$ cat src/rtl/seq_divider_pkg.sv
// Shared types and constants for the sequential signed divider.
// Saturation-limit helpers let the top stay width-generic.
package seq_divider_pkg;

  typedef enum logic [1:0] {
    IDLE = 2'd0,
    CALC = 2'd1,
    DONE = 2'd2
  } state_t;

  localparam int DIV_W = 8;

  // Largest positive quotient magnitude for a w-bit signed result
  function automatic int unsigned sat_pos_mag(input int unsigned w);
    return (32'd1 << (w - 32'd1)) - 32'd1;
  endfunction

  // Largest negative quotient magnitude for a w-bit signed result
  function automatic int unsigned sat_neg_mag(input int unsigned w);
    return 32'd1 << (w - 32'd1);
  endfunction

endpackage

$ cat src/rtl/div_restoring_step.sv
// One restoring-division step: shift in a dividend bit, trial-subtract the divisor
// magnitude, keep the difference only when it is non-negative.
module div_restoring_step #(
  parameter int W = 8
) (
  input  logic [W:0]   prem,
  input  logic         dbit,
  input  logic [W-1:0] dsr,
  output logic [W:0]   prem_nx,
  output logic         qbit
);

  logic [W+1:0] shifted;

  always_comb begin
    shifted = {prem, dbit};
    qbit    = (shifted >= {2'b00, dsr});
    prem_nx = qbit ? (W+1)'(shifted - {2'b00, dsr}) : shifted[W:0];
  end

endmodule

$ cat src/rtl/seq_signed_divider.sv
// Iterative signed restoring divider, 2W-bit dividend by W-bit divisor, one quotient bit per clock.
// Optional macro SEQ_DIVIDER_DIV0_FAST_EN: a zero divisor skips the iterations and finishes at accept.
module seq_signed_divider
  import seq_divider_pkg::*;
#(
  parameter int W = DIV_W
) (
  input  logic                  clk,
  input  logic                  rst_n,
  input  logic                  in_valid,
  output logic                  in_ready,
  input  logic signed [2*W-1:0] dividend,
  input  logic signed [W-1:0]   divisor,
  output logic                  out_valid,
  input  logic                  out_ready,
  output logic signed [W-1:0]   quotient,
  output logic signed [W-1:0]   remainder,
  output logic                  div_by_zero,
  output logic                  overflow
);

  localparam int              CW       = $clog2(2*W);
  localparam logic [CW-1:0]   CNT_LAST = CW'(2*W - 1);
  localparam logic [2*W-1:0]  POS_MAG  = (2*W)'(sat_pos_mag(W));
  localparam logic [2*W-1:0]  NEG_MAG  = (2*W)'(sat_neg_mag(W));

  state_t          state, state_nx;
  logic [CW-1:0]   cnt;
  logic [2*W-1:0]  dvd_sh;
  logic [2*W-2:0]  quo_sh;
  logic [W:0]      prem;
  logic [W-1:0]    dsr_mag;
  logic [W-1:0]    dvd_lo;
  logic            sgn_n, sgn_d, dz;

  logic [W:0]      prem_nx;
  logic            qbit;
  logic [2*W-1:0]  q_fin;
  logic [W-1:0]    r_fin;
  logic [W:0]      sat_res;
  logic [W-1:0]    rem_res;
  logic            accept;

  function automatic logic [W-1:0] negate(input logic [W-1:0] x);
    return (~x) + {{(W-1){1'b0}}, 1'b1};
  endfunction

  function automatic logic [2*W-1:0] abs_dvd(input logic [2*W-1:0] x);
    return x[2*W-1] ? (~x) + {{(2*W-1){1'b0}}, 1'b1} : x;
  endfunction

  function automatic logic [W-1:0] abs_dsr(input logic [W-1:0] x);
    return x[W-1] ? negate(x) : x;
  endfunction

  // Returns {overflow, quotient}; the magnitude is clamped to the signed W-bit range
  function automatic logic [W:0] saturate(input logic [2*W-1:0] mag, input logic neg);
    if (neg) begin
      if (mag > NEG_MAG) return {1'b1, NEG_MAG[W-1:0]};
      return {1'b0, negate(mag[W-1:0])};
    end
    if (mag > POS_MAG) return {1'b1, POS_MAG[W-1:0]};
    return {1'b0, mag[W-1:0]};
  endfunction

  div_restoring_step #(.W(W)) u_step (
    .prem    (prem),
    .dbit    (dvd_sh[2*W-1]),
    .dsr     (dsr_mag),
    .prem_nx (prem_nx),
    .qbit    (qbit)
  );

  assign in_ready  = (state == IDLE);
  assign out_valid = (state == DONE);
  assign accept    = in_valid && in_ready;

  assign q_fin   = {quo_sh, qbit};
  assign r_fin   = prem_nx[W-1:0];
  assign sat_res = saturate(q_fin, sgn_n ^ sgn_d);
  assign rem_res = sgn_n ? negate(r_fin) : r_fin;

  always_comb begin
    state_nx = state;
    case (state)
      IDLE: begin
        if (accept) begin
`ifdef SEQ_DIVIDER_DIV0_FAST_EN
          state_nx = (divisor == '0) ? DONE : CALC;
`else
          state_nx = CALC;
`endif
        end
      end
      CALC:    if (cnt == '0) state_nx = DONE;
      DONE:    if (out_ready) state_nx = IDLE;
      default: state_nx = IDLE;
    endcase
  end

  // Control and presented results: reset aborts any operation in flight
  always_ff @(posedge clk or negedge rst_n) begin
    if (!rst_n) begin
      state       <= IDLE;
      cnt         <= '0;
      quotient    <= '0;
      remainder   <= '0;
      div_by_zero <= 1'b0;
      overflow    <= 1'b0;
    end else begin
      state <= state_nx;
      case (state)
        IDLE: begin
          if (accept) begin
            cnt <= CNT_LAST;
`ifdef SEQ_DIVIDER_DIV0_FAST_EN
            if (divisor == '0) begin
              quotient    <= '1;
              remainder   <= dividend[W-1:0];
              div_by_zero <= 1'b1;
              overflow    <= 1'b0;
            end
`endif
          end
        end
        CALC: begin
          cnt <= cnt - CW'(1);
          if (cnt == '0) begin
            if (dz) begin
              quotient    <= '1;
              remainder   <= dvd_lo;
              div_by_zero <= 1'b1;
              overflow    <= 1'b0;
            end else begin
              quotient    <= sat_res[W-1:0];
              remainder   <= rem_res;
              div_by_zero <= 1'b0;
              overflow    <= sat_res[W];
            end
          end
        end
        DONE: begin
          if (out_ready) begin
            quotient    <= '0;
            remainder   <= '0;
            div_by_zero <= 1'b0;
            overflow    <= 1'b0;
          end
        end
        default: ;
      endcase
    end
  end

  // Operand magnitudes, signs and the shifting quotient/remainder datapath
  always_ff @(posedge clk) begin
    if (accept) begin
      dvd_sh  <= abs_dvd(dividend);
      dsr_mag <= abs_dsr(divisor);
      sgn_n   <= dividend[2*W-1];
      sgn_d   <= divisor[W-1];
      dvd_lo  <= dividend[W-1:0];
      dz      <= (divisor == '0);
      prem    <= '0;
      quo_sh  <= '0;
    end else if (state == CALC) begin
      dvd_sh <= {dvd_sh[2*W-2:0], 1'b0};
      prem   <= prem_nx;
      quo_sh <= q_fin[2*W-2:0];
    end
  end

endmodule

$ cat config.mk
export PLATFORM = sky130hd
export DESIGN_NAME = seq_signed_divider
export DESIGN_NICKNAME = d
export VERILOG_FILES = /design/src/rtl/seq_divider_pkg.sv /design/src/rtl/div_restoring_step.sv /design/src/rtl/seq_signed_divider.sv
export SDC_FILE = /design/constraint.sdc
export NUM_CORES = 1
export LEC_CHECK = 0
export CAP_MARGIN = 20
export CORE_MARGIN = 1
export CORE_UTILIZATION = 50
export CTS_CLUSTER_SIZE = 20
export DETAILED_ROUTE_END_ITERATION = 10
export PLACE_DENSITY = 0.68
export SYNTH_ARGS = -nofsm -noshare
export SYNTH_HDL_FRONTEND = slang
export SYNTH_HIERARCHICAL = 1
export SYNTH_SLANG_ARGS = --single-unit
$ cat constraint.sdc
create_clock -name clk -period 3.94 [get_ports clk]
set_clock_uncertainty 0.1 [all_clocks]
set_input_delay 0.394 -clock clk [delete_from_list [all_inputs] [get_ports clk]]
set_output_delay 0.394 -clock clk [all_outputs]
set_load 0.01 [all_outputs]
**Yosys cells after proc, flatten, opt, wreduce, memory -nomap -nowiden**

Index checks and enable logic that the tools add are counted.

- $add $sub $neg: 6
- Multiply operators: 0
- Div/mod/pow operators: 0
- Magnitude comparators: 3
- Equal/unequal tests: 5
- Shift operators: 0
- Muxes and demuxes: 37
- Bitwise logic cells: 5
- Reductions and logical operators: 10

Operators with widths:

| operator | number |
|---|---|
| 2-to-1 mux 9 bit | 7 |
| 2-to-1 mux 16 bit | 3 |
| 2-to-1 mux 8 bit | 6 |
| case mux 8 bit (2 select lines) | 2 |
| adder 8 x 1 -> 8 bit (second input constant) | 3 |
| NOT 8 bit | 3 |
| adder 16 x 1 -> 16 bit (second input constant) | 1 |
| > comparator 16 x 7 -> 1 bit (second input constant) | 1 |
| > comparator 16 x 8 -> 1 bit (second input constant) | 1 |
| NOT 16 bit | 1 |
| >= comparator 10 x 8 -> 1 bit | 1 |
| 2-to-1 mux 1 bit | 10 |
| subtractor 9 x 8 -> 9 bit | 1 |
| zero test 8 bit | 1 |
| case mux 4 bit (2 select lines) | 1 |
| 2-to-1 mux 7 bit | 1 |
| 2-to-1 mux 2 bit | 3 |
| case mux 2 bit (3 select lines) | 1 |
| AND reduction 3 bit | 2 |
| nonzero test 2 bit | 3 |
| zero test 4 bit | 1 |
| 2-to-1 mux 4 bit | 1 |
| != test 2 x 1 -> 1 bit (second input constant) | 2 |
| case mux 1 bit (2 select lines) | 2 |
| other kinds (8) | 8 |

- Flip-flop bits (word level): 83
- Bits in latches: 0
- RAM bits: 0
- ROM bits: 0
- Input bits: 28
- Output and inout port bits: 20
- Logic and storage cells: 81
- Memories kept: 0

**Longest topological paths before layout**

- Depth in word-level cells: 12
- Depth in mapped cells: 16
- Depth with buffers taken out: 15

**Cells and area by module**

Netlist, hierarchy kept.

Modules (own cells, without submodules):

| module | times used | cells each | area an instance (µm²) | sequential area each (µm²) |
|---|---|---|---|---|
| seq_signed_divider | 1 | 391 | 4108.9 | 2132.0 |
| div_restoring_step | 1 | 75 | 523.0 | 0.0 |

**Worst setup path before layout**

OpenSTA, ideal clock, no wires.

- Kind: register -> register
- Start point: register dvd_sh[15]
- End point: register remainder[6]
- Setup time: 0.121 ns
- Data arrival time: 3.171 ns
- Required time: 3.719 ns
- Path slack: 0.548 ns
- Stages on the path, launching flop included: 15
- Buffers on the path: 1
- Clock period less this slack: 3.392 ns
- Path through: edfxtp_1 -> inv_1 -> ha_1 -> inv_1 -> fa_1 -> nand3_1 -> a21oi_1 -> nor4b_4 -> buf_6 -> o21ai_0 -> or4_4 -> o21ai_2 -> xnor2_1 -> mux2_2 -> a22o_1

- Longest elaborated chain between the ends: 8
- Elaborated cells between the ends (all ways): 9
- Those cells by class: add/sub (2); order compare (1); mux (5); bitwise (1)

RTL lines:

| item | RTL line | text |
|---|---|---|
| start: declaration | seq_signed_divider.sv:29 | `logic [2*W-1:0] dvd_sh;` |
| start signal: assignment | seq_signed_divider.sv:158 | `dvd_sh <= abs_dvd(dividend);` |
| start signal: assignment | seq_signed_divider.sv:167 | `dvd_sh <= {dvd_sh[2*W-2:0], 1'b0};` |
| subtractor 9 x 8 -> 9 bit / >= comparator 10 x 8 -> 1 bit (equally long branches) | div_restoring_step.sv:18, div_restoring_step.sv:17 |  |
| 2-to-1 mux 9 bit * | div_restoring_step.sv:18 | `prem_nx = qbit ? (W+1)'(shifted - {2'b00, dsr}) : shifted[W:0];` |
| via prem_nx[2] | seq_signed_divider.sv:36 | `logic [W:0] prem_nx;` |
| NOT 8 bit * | seq_signed_divider.sv:45 | `return (~x) + {{(W-1){1'b0}}, 1'b1};` |
| adder 8 x 1 -> 8 bit * | seq_signed_divider.sv:45 |  |
| 2-to-1 mux 8 bit * | seq_signed_divider.sv:81 | `assign rem_res = sgn_n ? negate(r_fin) : r_fin;` |
| 2-to-1 mux 8 bit * | seq_signed_divider.sv:129 | `if (dz) begin` |
| 2-to-1 mux 8 bit * | seq_signed_divider.sv:128 | `if (cnt == '0) begin` |
| case mux 8 bit (2 select lines) * | seq_signed_divider.sv:112 | `case (state)` |
| end signal: assignment | seq_signed_divider.sv:131 | `remainder <= dvd_lo;` |
| end signal: assignment | seq_signed_divider.sv:136 | `remainder <= rem_res;` |
| end: declaration | seq_signed_divider.sv:17 | `output logic signed [W-1:0] remainder,` |

The timed path passes the listed nets; every way through them passes the cells marked *. The select of a mux whose other input is x is not followed.
A chain may end at the register's enable or synchronous reset.

**Worst setup path after layout**

- Start point: register dvd_sh[15]
- End point: register remainder[5]

The elaborated chain is that of the path after synthesis.

==> results.sh <==
export IMPL_final_hold_viol_count=0
export IMPL_dieArea_sq_um=9650
export IMPL_p_leak_uw=0.00218
export IMPL_r2r_cells=13
export IMPL_drtIter0Drc=161
export IMPL_initial_core_util_pct=52.3
export IMPL_grt_pass1_wl_microns=15700
export IMPL_setup_violations=0
export IMPL_worst_slack_ns=0.298
export IMPL_r2r_end="remainder[5]"
export IMPL_drive_gt1_share_pct=7.62
export IMPL_ant_nets=0
export IMPL_required_ns=4.08
export IMPL_dr_pass1_iters=11
export IMPL_grt_total_usage_pct=20.4
export IMPL_synth_main_ff_cell="edfxtp_1"
export IMPL_antenna_cells=0
export IMPL_crit_path_start="dvd_sh[15]"
export IMPL_cts_hold_fix_buffers=0
export IMPL_critPathLaunchType="register"
export IMPL_nFillCells=755
export IMPL_worst_setup_path_type="register to register"
export IMPL_synth_nets=511
export IMPL_antenna_found_initial=0
export IMPL_yosysWarningCount=6
export IMPL_wl_microns=9390
export IMPL_period_share_pct=92.4
export IMPL_reg2reg_slack_ns=0.30
export IMPL_vias_per_cell=5.61
export IMPL_ir_drop_v=0.000261
export IMPL_finalPower_uw=4110
export IMPL_clk_pin_slew_ns=0.08
export IMPL_syn_area_per_cell_sq_um=9.94
export IMPL_critPathCaptureType="register"
export IMPL_cts_tree="done"
export IMPL_netlist_instances=466
export IMPL_slew_headroom_pct=42.4
export IMPL_drcViolationCount=3
export IMPL_die_w_microns=98.3
export IMPL_rsz0062_at_grt="no"
export IMPL_cts_root_buf="clkbuf_8"
export IMPL_hp_class="primary input to asynchronous set/reset pin"
export IMPL_timing_fmax_mhz=275
export IMPL_cap_violations=0
export IMPL_yosys_area_top_type="edfxtp_1"
export IMPL_nNetsFinal=552
export IMPL_ys_seq_area_share_pct=46.0
export IMPL_dp_hpwl_microns=6680
export IMPL_r2r_start="dvd_sh[15]"
export IMPL_period_minus_slack_ns=3.64
export IMPL_worstPathMaxFanout=6
export IMPL_final_max_slew_viol_count=0
export IMPL_post_cts_setup_buffers=0
export IMPL_clk_latency_ns=0.35
export IMPL_dp_slack_ns=0.316
export IMPL_synth_area_sq_um=4630
export IMPL_fin_setup_tns_ns=0
export IMPL_grt_pass1_vias=3332
export IMPL_area_growth_pct=17.0
export IMPL_holdWs_ns=0.269
export IMPL_wl_per_cell_microns=15.1
export IMPL_tightest_slew_ns=0.865
export IMPL_synth_seq_cells=83
export IMPL_ios=48
export IMPL_synth_area_leaders="edfxtp_1, dfrtp_1, dfxtp_1"
export IMPL_final_util_pct=61.2
export IMPL_num_vias=3477
export IMPL_io_buffers=47
export IMPL_clock_sinks=83
export IMPL_h_tree_depth=3
export IMPL_rows=34
export IMPL_status="finished, violations left"
export IMPL_cts_made_buffers=9
export IMPL_cts_max_path_buffers=2
export IMPL_die_y_microns=98.3
export IMPL_ys_types=62
export IMPL_core_area_sq_um=8850
export IMPL_synth_edff_count=35
export IMPL_gp_congestion=0.856
export IMPL_grt_max_degree=36
export IMPL_overflow=0
export IMPL_async_reset_ff_share_pct=28.9
export IMPL_p_per_area_nw_per_um2=759
export IMPL_violations="DRC"
export IMPL_yosysTopAreaCellShare_pct=22.7
export IMPL_crit_arrival_ns=3.78
cells in the final DEF, fill, tap and decap left out, types with 8 or more instances in the layout:
cell	netlist	final
a21oi_1	15	15
clkbuf_8	0	10
clkdlybuf4s50_1	0	47
dfrtp_1	24	24
dfxtp_1	24	24
edfxtp_1	35	35
ha_1	16	16
inv_1	29	29
mux2i_1	32	31
nand2_1	49	49
nand3_1	9	9
nor2_1	44	44
nor3_1	8	8
o21ai_0	23	23
o21ai_1	9	9
o31ai_1	10	10
xnor2_1	15	15
xor2_1	16	16
state kept, by name (all words and copies together) (netlist names), 2 cells and up:
signal,flops
cnt,4
dsr_mag,8
dvd_lo,8
dvd_sh,16
prem,9
quo_sh,15
quotient,8
remainder,8
state,2
worst max-delay path by stage:
stage / endpoint / cells after the start / slack [ns]
detailed placement: remainder[6] / 15 / 0.32
global route: remainder[7] / 13 / 0.009
floorplan: remainder[6] / 14 / 0.55
finish: remainder[5] / 13 / 0.30
global placement: remainder[6] / 15 / 0.44
CTS: remainder[6] / 15 / 0.27
synth_stat cells, types with 4 or more instances:
| master | number |
|---|---|
| a22o_1 | 7 |
| dfxtp_1 | 24 |
| edfxtp_1 | 35 |
| ha_1 | 16 |
| dfrtp_1 | 24 |
| inv_1 | 29 |
| nand2b_1 | 4 |
| o31a_1 | 5 |
| xnor2_1 | 15 |
| mux2i_1 | 32 |
| o41ai_1 | 4 |
| o31ai_1 | 10 |
| nor2_1 | 44 |
| a21oi_1 | 15 |
| clkbuf_1 | 16 |
| buf_2 | 4 |
| nor4_1 | 4 |
| nand3_1 | 9 |
| o21ai_1 | 9 |
| xor2_1 | 16 |
| o21ai_0 | 23 |
| nand2_1 | 49 |
| nor3_1 | 8 |
worst max-delay path, cell delays in order, from the launching register on:
cell and delay, ns:
edfxtp_1 0.37, inv_1 0.10, ha_1 0.18, inv_1 0.05, fa_1 0.41, nand3_1 0.15
a21oi_1 0.13, nor4b_4 0.41, mux2_2 0.44, or4_1 0.51, o21ai_1 0.16, xnor2_1 0.07
mux2_2 0.27, a22o_1 0.19
power by group:
group	total [uW]	switching, uW	internal [uW]
combinational	2090	1160	931
sequential	1430	182	1250
clock	586	300	286
total	4110	1640	2470
what timing repair did:
item	CTS	global route
endpoints found under the hold margin	0	0
endpoints found under the setup margin	0	1
resized for setup	0	1
kinds of logic (layout without fill, tap and decap cells):
group / count (synthesis) / after routing / share of synthesized area [%]
buffers and inverters: 53 / 99 / 4.57
adder cells (fa/ha/maj): 17 / 17 / 4.75
multiplexers: 35 / 35 / 7.64
AO/OA/AOI/OAI: 106 / 106 / 16.2
XOR/XNOR: 32 / 32 / 6.21
flip-flops: 83 / 83 / 46.0
AND/OR/NAND/NOR: 140 / 140 / 14.6
routing by layer:
metal	GRT usage (%)	vias up	wire, microns
li1	-	1757	-
met1	26.3	1634	4390
met2	34.3	74	4540
met3	3.51	12	330
met4	7.81	0	127
met5	0	-	0
per-stage QoR:
stage	area, sq um	instances
final	5420	620
after global routing	5420	620
after CTS	5390	619
after detailed placement	5190	603
after global placement	5190	603
after floorplan	4630	466
cell type report:
type	count	area [sq um]	area share (%)
multi-input cells	330	2300	42.4
flip-flops and latches	83	2130	39.4
repair buffers	53	548	10.1
clock buffers	13	170	3.14
well taps	108	135	2.49
inverters	30	113	2.08
clock inverters	3	21.3	0.393
(Power assumes the default switching activity.)
